## src/rtl/spi_master_pkg.sv

```systemverilog
// rtl/spi_master_pkg.sv - shared state encodings, default frame length and helpers for the SPI master
package spi_master_pkg;

    localparam int SPI_DEFAULT_DATA_LENGTH = 16;

    localparam logic [2:0] ST_IDLE  = 3'd0;
    localparam logic [2:0] ST_LEAD  = 3'd1;
    localparam logic [2:0] ST_XFER  = 3'd2;
    localparam logic [2:0] ST_TRAIL = 3'd3;
    localparam logic [2:0] ST_GAP   = 3'd4;

    // A divider of zero would stall the half-period counter, so it runs as one.
    function automatic logic [7:0] half_period(input logic [7:0] clk_div);
        return (clk_div == 8'd0) ? 8'd1 : clk_div;
    endfunction

endpackage

```

## src/rtl/spi_clk_gen.sv

```systemverilog
// rtl/spi_clk_gen.sv - half-period down-counter emitting a one-cycle tick every H clk cycles
module spi_clk_gen (
    input  logic       clk,
    input  logic       reset_n,
    input  logic       run,
    input  logic       load,
    input  logic [7:0] half,
    output logic       tick
);

    logic [7:0] cnt;

    assign tick = run && (cnt == 8'd1);

    always_ff @(posedge clk or negedge reset_n) begin
        if (!reset_n) begin
            cnt <= 8'd0;
        end else if (load || tick) begin
            cnt <= half;
        end else if (run && (cnt != 8'd0)) begin
            cnt <= cnt - 8'd1;
        end
    end

endmodule

```

## src/rtl/spi_master.sv

```systemverilog
// rtl/spi_master.sv - SPI master with configurable polarity, phase, divider and frame length
module spi_master
    import spi_master_pkg::*;
#(
    parameter int data_length = SPI_DEFAULT_DATA_LENGTH
) (
    input  logic                   clk,
    input  logic                   reset_n,
    input  logic                   enable,
    input  logic                   cpol,
    input  logic                   cpha,
    input  logic [7:0]             clk_div,
    input  logic [data_length-1:0] tx,
    output logic [data_length-1:0] rx,
    output logic                   busy,
    output logic                   done,
    output logic                   sclk,
    output logic                   ss_n,
    output logic                   mosi,
    input  logic                   miso
);

    localparam int MSB = data_length - 1;
    localparam int EW  = $clog2(2 * data_length + 1);
    localparam logic [EW-1:0] LAST_EDGE = EW'(2 * data_length);

    logic [2:0]             state;
    logic                   cpol_q;
    logic                   cpha_q;
    logic [7:0]             h_q;
    logic [EW-1:0]          edge_cnt;
    logic [data_length-1:0] tx_sr;
    logic [data_length-1:0] rx_sr;

    logic       start;
    logic       tick;
    logic [7:0] h_live;
    logic [7:0] h_sel;
    logic       edge_leading;
    logic       edge_final;
    logic       sample_now;
    logic       shift_now;

    assign h_live = half_period(clk_div);
    assign start  = (state == ST_IDLE) && enable;
    // The counter is loaded in the accept cycle, before h_q holds the latched value.
    assign h_sel  = (state == ST_IDLE) ? h_live : h_q;

    // Describes the sclk edge about to be produced: number edge_cnt+1.
    assign edge_leading = ~edge_cnt[0];
    assign edge_final   = (edge_cnt == (LAST_EDGE - EW'(1)));
    assign sample_now   = edge_leading ^ cpha_q;
    assign shift_now    = cpha_q ? edge_leading : (~edge_leading && ~edge_final);

    spi_clk_gen u_clk_gen (
        .clk     (clk),
        .reset_n (reset_n),
        .run     (state != ST_IDLE),
        .load    (start),
        .half    (h_sel),
        .tick    (tick)
    );

    always_ff @(posedge clk or negedge reset_n) begin
        if (!reset_n) begin
            state    <= ST_IDLE;
            cpol_q   <= 1'b0;
            cpha_q   <= 1'b0;
            h_q      <= 8'd0;
            edge_cnt <= '0;
            tx_sr    <= '0;
            rx_sr    <= '0;
            rx       <= '0;
            busy     <= 1'b0;
            done     <= 1'b0;
            sclk     <= 1'b0;
            ss_n     <= 1'b1;
            mosi     <= 1'b0;
        end else begin
            done <= 1'b0;
            case (state)
                ST_IDLE: begin
                    ss_n <= 1'b1;
                    sclk <= cpol;
                    mosi <= 1'b0;
                    busy <= 1'b0;
                    if (enable) begin
                        state    <= ST_LEAD;
                        busy     <= 1'b1;
                        ss_n     <= 1'b0;
                        cpol_q   <= cpol;
                        cpha_q   <= cpha;
                        h_q      <= h_live;
                        tx_sr    <= tx;
                        rx_sr    <= '0;
                        edge_cnt <= '0;
                        mosi     <= cpha ? 1'b0 : tx[MSB];
                    end
                end
                ST_LEAD, ST_XFER: begin
                    if (tick) begin
                        if ((state == ST_XFER) && (edge_cnt == LAST_EDGE)) begin
                            state <= ST_TRAIL;
                            sclk  <= cpol_q;
                        end else begin
                            state    <= ST_XFER;
                            sclk     <= ~sclk;
                            edge_cnt <= edge_cnt + EW'(1);
                            if (sample_now) begin
                                rx_sr <= {rx_sr[data_length-2:0], miso};
                            end
                            if (shift_now) begin
                                mosi  <= cpha_q ? tx_sr[MSB] : tx_sr[MSB-1];
                                tx_sr <= {tx_sr[data_length-2:0], 1'b0};
                            end
                        end
                    end
                end
                ST_TRAIL: begin
                    if (tick) begin
                        state <= ST_GAP;
                        ss_n  <= 1'b1;
                        sclk  <= cpol_q;
                        mosi  <= 1'b0;
                        rx    <= rx_sr;
                        done  <= 1'b1;
                    end
                end
                ST_GAP: begin
                    if (tick) begin
                        state <= ST_IDLE;
                        busy  <= 1'b0;
                    end
                end
                default: begin
                    state <= ST_IDLE;
                    busy  <= 1'b0;
                end
            endcase
        end
    end

endmodule

```

## config.mk

```make
export PLATFORM = sky130hd
export DESIGN_NAME = spi_master
export DESIGN_NICKNAME = d
export VERILOG_FILES = /design/src/rtl/spi_master_pkg.sv /design/src/rtl/spi_clk_gen.sv /design/src/rtl/spi_master.sv
export SDC_FILE = /design/constraint.sdc
export NUM_CORES = 1
export LEC_CHECK = 0
export ABC_AREA = 1
export BUFFER_PORTS_ARGS = -buffer_cell sky130_fd_sc_hd__buf_2
export CORE_MARGIN = 5
export CORE_UTILIZATION = 45
export DETAILED_ROUTE_END_ITERATION = 6
export PLACE_DENSITY = 0.7
export SLEW_MARGIN = 25
export SYNTH_ARGS = -nofsm -noshare
export SYNTH_HDL_FRONTEND = slang
export SYNTH_SLANG_ARGS = --single-unit
```

## constraint.sdc

```tcl
create_clock -name clk -period 2.78 [get_ports clk]
set_clock_uncertainty 0.2 [all_clocks]
set_input_delay 0 -clock clk [delete_from_list [all_inputs] [get_ports clk]]
set_output_delay 0 -clock clk [all_outputs]
set_load 0.1 [all_outputs]
```

======== Word-level counts from Yosys, hierarchy flattened ========
Cells that the tools add are included.
cells by class
  multiplexer cells ....................... 44
  add/subtract/negate cells ............... 2
  eq/ne operators ......................... 14
  bitwise operators ....................... 5
  reduce and logical (&&, ||, !) cells .... 26
operators with widths
  cell                                                                     count
  16-bit 2-to-1 mux                                                        8
  16-bit case mux with 2 select lines                                      2
  8-bit 2-to-1 mux                                                         4
  6-bit 2-to-1 mux                                                         3
  1-bit 2-to-1 mux                                                         17
  5-bit AND reduction                                                      3
  3-bit 2-to-1 mux                                                         4
  3-bit case mux with 4 select lines                                       1
  6-bit case mux with 2 select lines                                       1
  1-bit case mux with 3 select lines                                       3
  8-bit by 1-bit == test with 1-bit output, second input constant          1
  8-bit logical NOT                                                        1
  2-bit inequality test, second input constant                             4
  2-bit AND reduction                                                      4
  4-bit AND reduction                                                      2
  8-bit nonzero test                                                       1
  8-bit by 1-bit subtractor with 8-bit output, second input constant       1
  6-bit by 1-bit adder with 6-bit output, second input constant            1
  3-bit by 2-bit == test with 1-bit output, second input constant          2
  6-bit by 5-bit == test with 1-bit output, second input constant          1
  6-bit == test, second input constant                                     1
  2-bit by 1-bit inequality test with 1-bit output, second input constant  3
  2-bit nonzero test                                                       3
  3-bit nonzero test                                                       2
  other kinds (11)                                                         18
word-level totals
  register bits after elaboration ......... 80

======== Depth between registers and ports, before layout ========
  word-level depth ........................ 8
  gate-level depth with buffers ........... 13
  mapped depth without buffers ............ 12

======== Modules after synthesis ========
From an unflattened synthesis, not the netlist that was laid out.
unflattened totals
  cell total of the unflattened synthesis .. 577
  area, all modules ....................... 4,219.0 um2
modules (own cells, without submodules)
  module       area an instance (um2)  times used  cells an instance
  spi_master   3,554.7                 1           470
  spi_clk_gen  664.4                   1           107

======== Worst setup path after synthesis ========
OpenSTA, ideal clock, no wires.
  path kind ............................... register -> register
  start ................................... register edge_cnt[0]
  end ..................................... register rx_sr[10]
  buffers on the path ..................... 1
  clock period less this slack ............ 1,823 ps
  required time ........................... 2,464 ps
  arrival time ............................ 1,507 ps
  slack ................................... 957 ps
  stages on the path, launching flop included .. 14
  cells stage by stage .................... dfrtp_1 inv_1 ha_1 inv_1 nor2_1 nand2_1 nor2_2 inv_4 nand2_1 nor2_4 nand2_4 buf_6 nand2_1 nand2_1
between the ends
  longest elaborated chain between the ends .. 4
  elaborated cells on any way between the ends .. 7
  classes of those cells .................. eq/ne (3); bitwise (2); reduce/logical (2)
RTL lines
  element                                                        line                                 source
  from (decl)                                                    spi_master.sv:31                     logic [EW-1:0] edge_cnt;
  from (signal assigned)                                         spi_master.sv:108                    edge_cnt <= edge_cnt + EW'(1);
  6-bit == test / 1-bit NOT (equally long branches)              spi_master.sv:102, spi_master.sv:50
  1-bit logical AND / 1-bit bitwise XOR (equally long branches)  spi_master.sv:102, spi_master.sv:52
  2-bit inequality test (no line)                                --
  5-bit AND reduction (no line) *                                --
  to (signal assigned)                                           spi_master.sv:110                    rx_sr <= {rx_sr[data_length-2:0], miso};
  to (decl)                                                      spi_master.sv:33                     logic [data_length-1:0] rx_sr;
Every way passes the cells marked *; elsewhere a longest branch is shown, timed or not.
A chain may end at the register's enable or synchronous reset.

======== Worst setup path in the final report ========
  start ................................... register u_clk_gen.cnt[4]
  end ..................................... register edge_cnt[5]
between the ends
  longest elaborated chain between the ends .. 4
RTL lines
  element                                                     line               source
  from (decl)                                                 spi_clk_gen.sv:11  logic [7:0] cnt;
  from (signal assigned)                                      spi_clk_gen.sv:19  cnt <= half;
  from (signal assigned)                                      spi_clk_gen.sv:21  cnt <= cnt - 8'd1;
  8-bit by 1-bit == test with 1-bit output                    spi_clk_gen.sv:13  assign tick = run && (cnt == 8'd1);
  1-bit logical AND                                           spi_clk_gen.sv:13
  2-bit by 1-bit inequality test with 1-bit output (no line)  --
  4-bit AND reduction (no line)                               --
No other way between the ends.

==> metrics.md <==
| Metric | Value |
|---|---|
| Status | `completed` |
| Setup-failing EPs final | `0` |
| P_sw | `2.55 mW` |
| Non-filler cells, final | `732` |
| Slew headroom | `51.6%` |
| Syn Std Cell Area | `0.00418 sq mm` |
| R2r setup slk | `0.47 ns` |
| Ys async rst share | `100%` |
| First-pass GRT wire length | `16600 microns` |
| Clk network pwr share | `19.4%` |
| CTS root buf | `clkbuf_8` |
| Comb pwr share | `48.3%` |
| Via/cell ratio | `5.04` |
| Vias in the first global route | `3481` |
| Via count | `3688` |
| Avg Synthesized Cell Area | `7.67 sq um` |
| RSZ-0062 raised after global routing | `false` |
| Fillers | `833` |
| Int Pwr | `2.84 mW` |
| Largest net degree at the start of global routing | `81` |
| GR Overflow Total | `0` |
| Post-Synthesis Cells | `545` |
| H-tree depth | `3` |
| Antenna diodes | `0` |
| CTS clk-pin slew, worst paths | `0.08 ns` |
| Sequential cell fraction of total power | `32.3%` |
| Post-CTS Hold Buffers | `29` |
| I/O pin cnt | `51` |
| Total of max-cap violations | `0` |
| CTS buffer count | `9` |
| Tmin final | `2.31 ns` |
| Switch share | `47.3%` |
| Post-cts sizing count | `0` |
| Most frequent cells in the layout | `212 x nand2_1, 79 x dfrtp_1, 49 x buf_2, 43 x nor2_1, 42 x inv_1` |
| Crit path kind | `reg2reg` |
| TritonCTS clock tree | `done` |
| Layout cell share with drive strength beyond 1 | `15.6%` |
| DR WL/cell | `13.0 microns` |
| Core box area | `0.00915 sq mm` |
| Cell area after placement | `0.00447 sq mm` |
| Final Cell Area | `0.00501 sq mm` |
| Register bit total from synthesis | `80` |
| Ys flop type | `dfrtp_1` |
| Global placement routability congestion | `0.864` |
| Lkg Pwr | `2.62 nW` |
| Critical Path Start Type | `register` |
| Net count, final | `652` |
| # clock sinks | `80` |
| DP Worst Slack | `0.487 ns` |
| End of the worst register-to-register path | `edge_cnt[5]$_DFFE_PN0P_` |
| Worst-case reg-to-reg path depth | `8` |
| Post-CTS Setup Bufs | `0` |
| Register area | `0.00200 sq mm` |
| Fin. max-slew vios | `0` |
| # rows | `35` |
| FMAX | `432 MHz` |
| Drt first pass iters | `5` |
| Sequential cell area fraction in the yosys report | `47.9%` |
| Power Dens Cells | `1080 mW/mm^2` |
| Hold WC Path Type | `in2async` |
| Crit path arrival time | `2.35 ns` |
| Final ANT Viol Nets | `0` |
| Clock buffer depth | `2` |
| IO buf count | `50` |
| Post-DP HPWL | `6400 microns` |
| Final TNS setup | `0 ns` |
| Area delta synth->final | `19.9%` |
| Synth cell types | `35` |
| Final hold vios | `0` |
| Slew @ Worst Pin | `0.726 ns` |
| Warnings, synthesis | `0` |
| Part of the cycle the worst path needs | `83.2%` |
| Die area | `0.0113 sq mm` |
| Placed Cells | `688` |
| EDFF count, synth | `0` |
| Multi-input gate area | `0.00188 sq mm` |
| Leading cell type in the layout, fill and taps excluded | `nand2_1` |
| Starting DRC count in detailed routing | `231` |
| Clk Latency, worst-skew pair | `0.36 ns` |
| Mapped Nets | `580` |
| Critical Path Sink Type | `register` |
| Worst R2R Start | `u_clk_gen.cnt[4]$_DFFE_PN0P_` |
| Starting density of the core | `45.6%` |
| Initial antenna violation count | `0` |
| Die Ht | `106 microns` |
| Fin worst setup slack | `0.468 ns` |
| Critical Path Fanout Max | `34` |
| Critical path data required time | `2.82 ns` |
| Peak VDD IR | `0.599 mV` |
| All-Layer GR Usage | `17.9%` |
| Post-Route WL | `9540 microns` |
| Residual DRC | `0` |
| Die width | `106 microns` |
-- power groups by stage --
stage	Combinational (mW)	Sequential (mW)	Clock, mW
after detailed placement	2.57	1.76	0
after floorplan	1.92	1.92	0
final	2.60	1.74	1.04
after CTS	2.61	1.74	1.06
after global placement	2.50	1.75	0
after global routing	2.95	1.79	1.11
-- per-layer routing --
layer  share of wire, %  track usage [%]  vias up
met2                 47             28.0       90
met3                4.9             3.22       18
li1                   -                -     1876
met5                  0                0        -
met1                 46             24.5     1704
met4                2.1             7.59        0
-- cells in the mapped netlist (2+ instances only) --
library cell	n	share of area, %
nand2_2	4	0.60
clkbuf_1	4	0.36
ha_1	5	1.5
nand2_4	3	0.81
nor2_1	43	3.9
o211ai_1	2	0.36
nand3_1	35	4.2
nor3_1	2	0.24
a21oi_1	5	0.60
dfrtp_1	79	47
nor2_4	3	0.81
o21ai_0	23	2.8
nand4_1	19	2.8
nand3b_1	3	0.54
nor2_2	2	0.30
o21ai_2	6	1.3
buf_2	10	1.2
buf_6	2	0.54
o21ai_1	17	2.0
inv_2	5	0.45
xnor2_1	3	0.63
nand2_1	212	19
xor2_1	2	0.42
inv_1	42	3.8
buf_4	3	0.54
nand3_2	2	0.48
-- through the flow --
stage               hold WS (ns)  power (mW)  utilization [%]
global placement         0.00544        4.25             48.8
global route               0.133        5.85             54.7
CTS                        0.174        5.41             54.7
detailed placement        0.0186        4.33             48.8
finish                    0.0448        5.39             54.7
floorplan                 -0.496        3.85                -
-- state kept, by name (all words and copies together), names as in the netlist --
name,cells
busy,1
cpha_q,1
cpol_q,1
done,1
edge_cnt,6
h_q,8
mosi,1
rx,16
rx_sr,16
sclk,1
ss_n,1
state,3
tx_sr,16
u_clk_gen.cnt,8
-- final cells by class --
class,count,share of cell area [%]
multi-input combinational,397,37.5
timing repair buffer,81,11.2
tap,111,2.77
sequential,80,40.0
clock inverter,5,2.10
clock buffer,10,2.75
inverter,48,3.65
-- worst max path at each step --
stage                                            start                      end  slack (ns)  cells after the start
after floorplan                edge_cnt[0]$_DFFE_PN0P_    rx_sr[10]$_DFFE_PN0P_        0.96                     13
after global placement    u_clk_gen.cnt[3]$_DFFE_PN0P_  edge_cnt[1]$_DFFE_PN0P_        0.55                      8
after detailed placement  u_clk_gen.cnt[4]$_DFFE_PN0P_  edge_cnt[5]$_DFFE_PN0P_        0.49                      8
after CTS                 u_clk_gen.cnt[4]$_DFFE_PN0P_  edge_cnt[5]$_DFFE_PN0P_        0.48                      8
after global routing      u_clk_gen.cnt[4]$_DFFE_PN0P_  edge_cnt[4]$_DFFE_PN0P_        0.22                      8
final                     u_clk_gen.cnt[4]$_DFFE_PN0P_  edge_cnt[5]$_DFFE_PN0P_        0.47                      8
-- logic make-up (layout without fill, tap and decap cells) --
group / Yosys count / in the layout / synth area share, %
AND/OR/NAND/NOR: 331 / 331 / 34.8
flip-flops: 80 / 80 / 47.9
buffers and inverters: 68 / 144 / 7.10
AO/OA/AOI/OAI: 56 / 56 / 7.58
adder cells (fa/ha/maj): 5 / 5 / 1.50
XOR/XNOR: 5 / 5 / 1.05
-- critical path, cell delays in order (launching register included) --
cell,delay [ns]
dfrtp_1,0.44
nor2_1,0.16
nand2_1,0.15
nor2_4,0.18
nand2_4,0.12
nand2_4,0.35
nand3_2,0.35
nand2_1,0.17
o21ai_2,0.06
No activity file was read; power rests on OpenSTA's default activity.
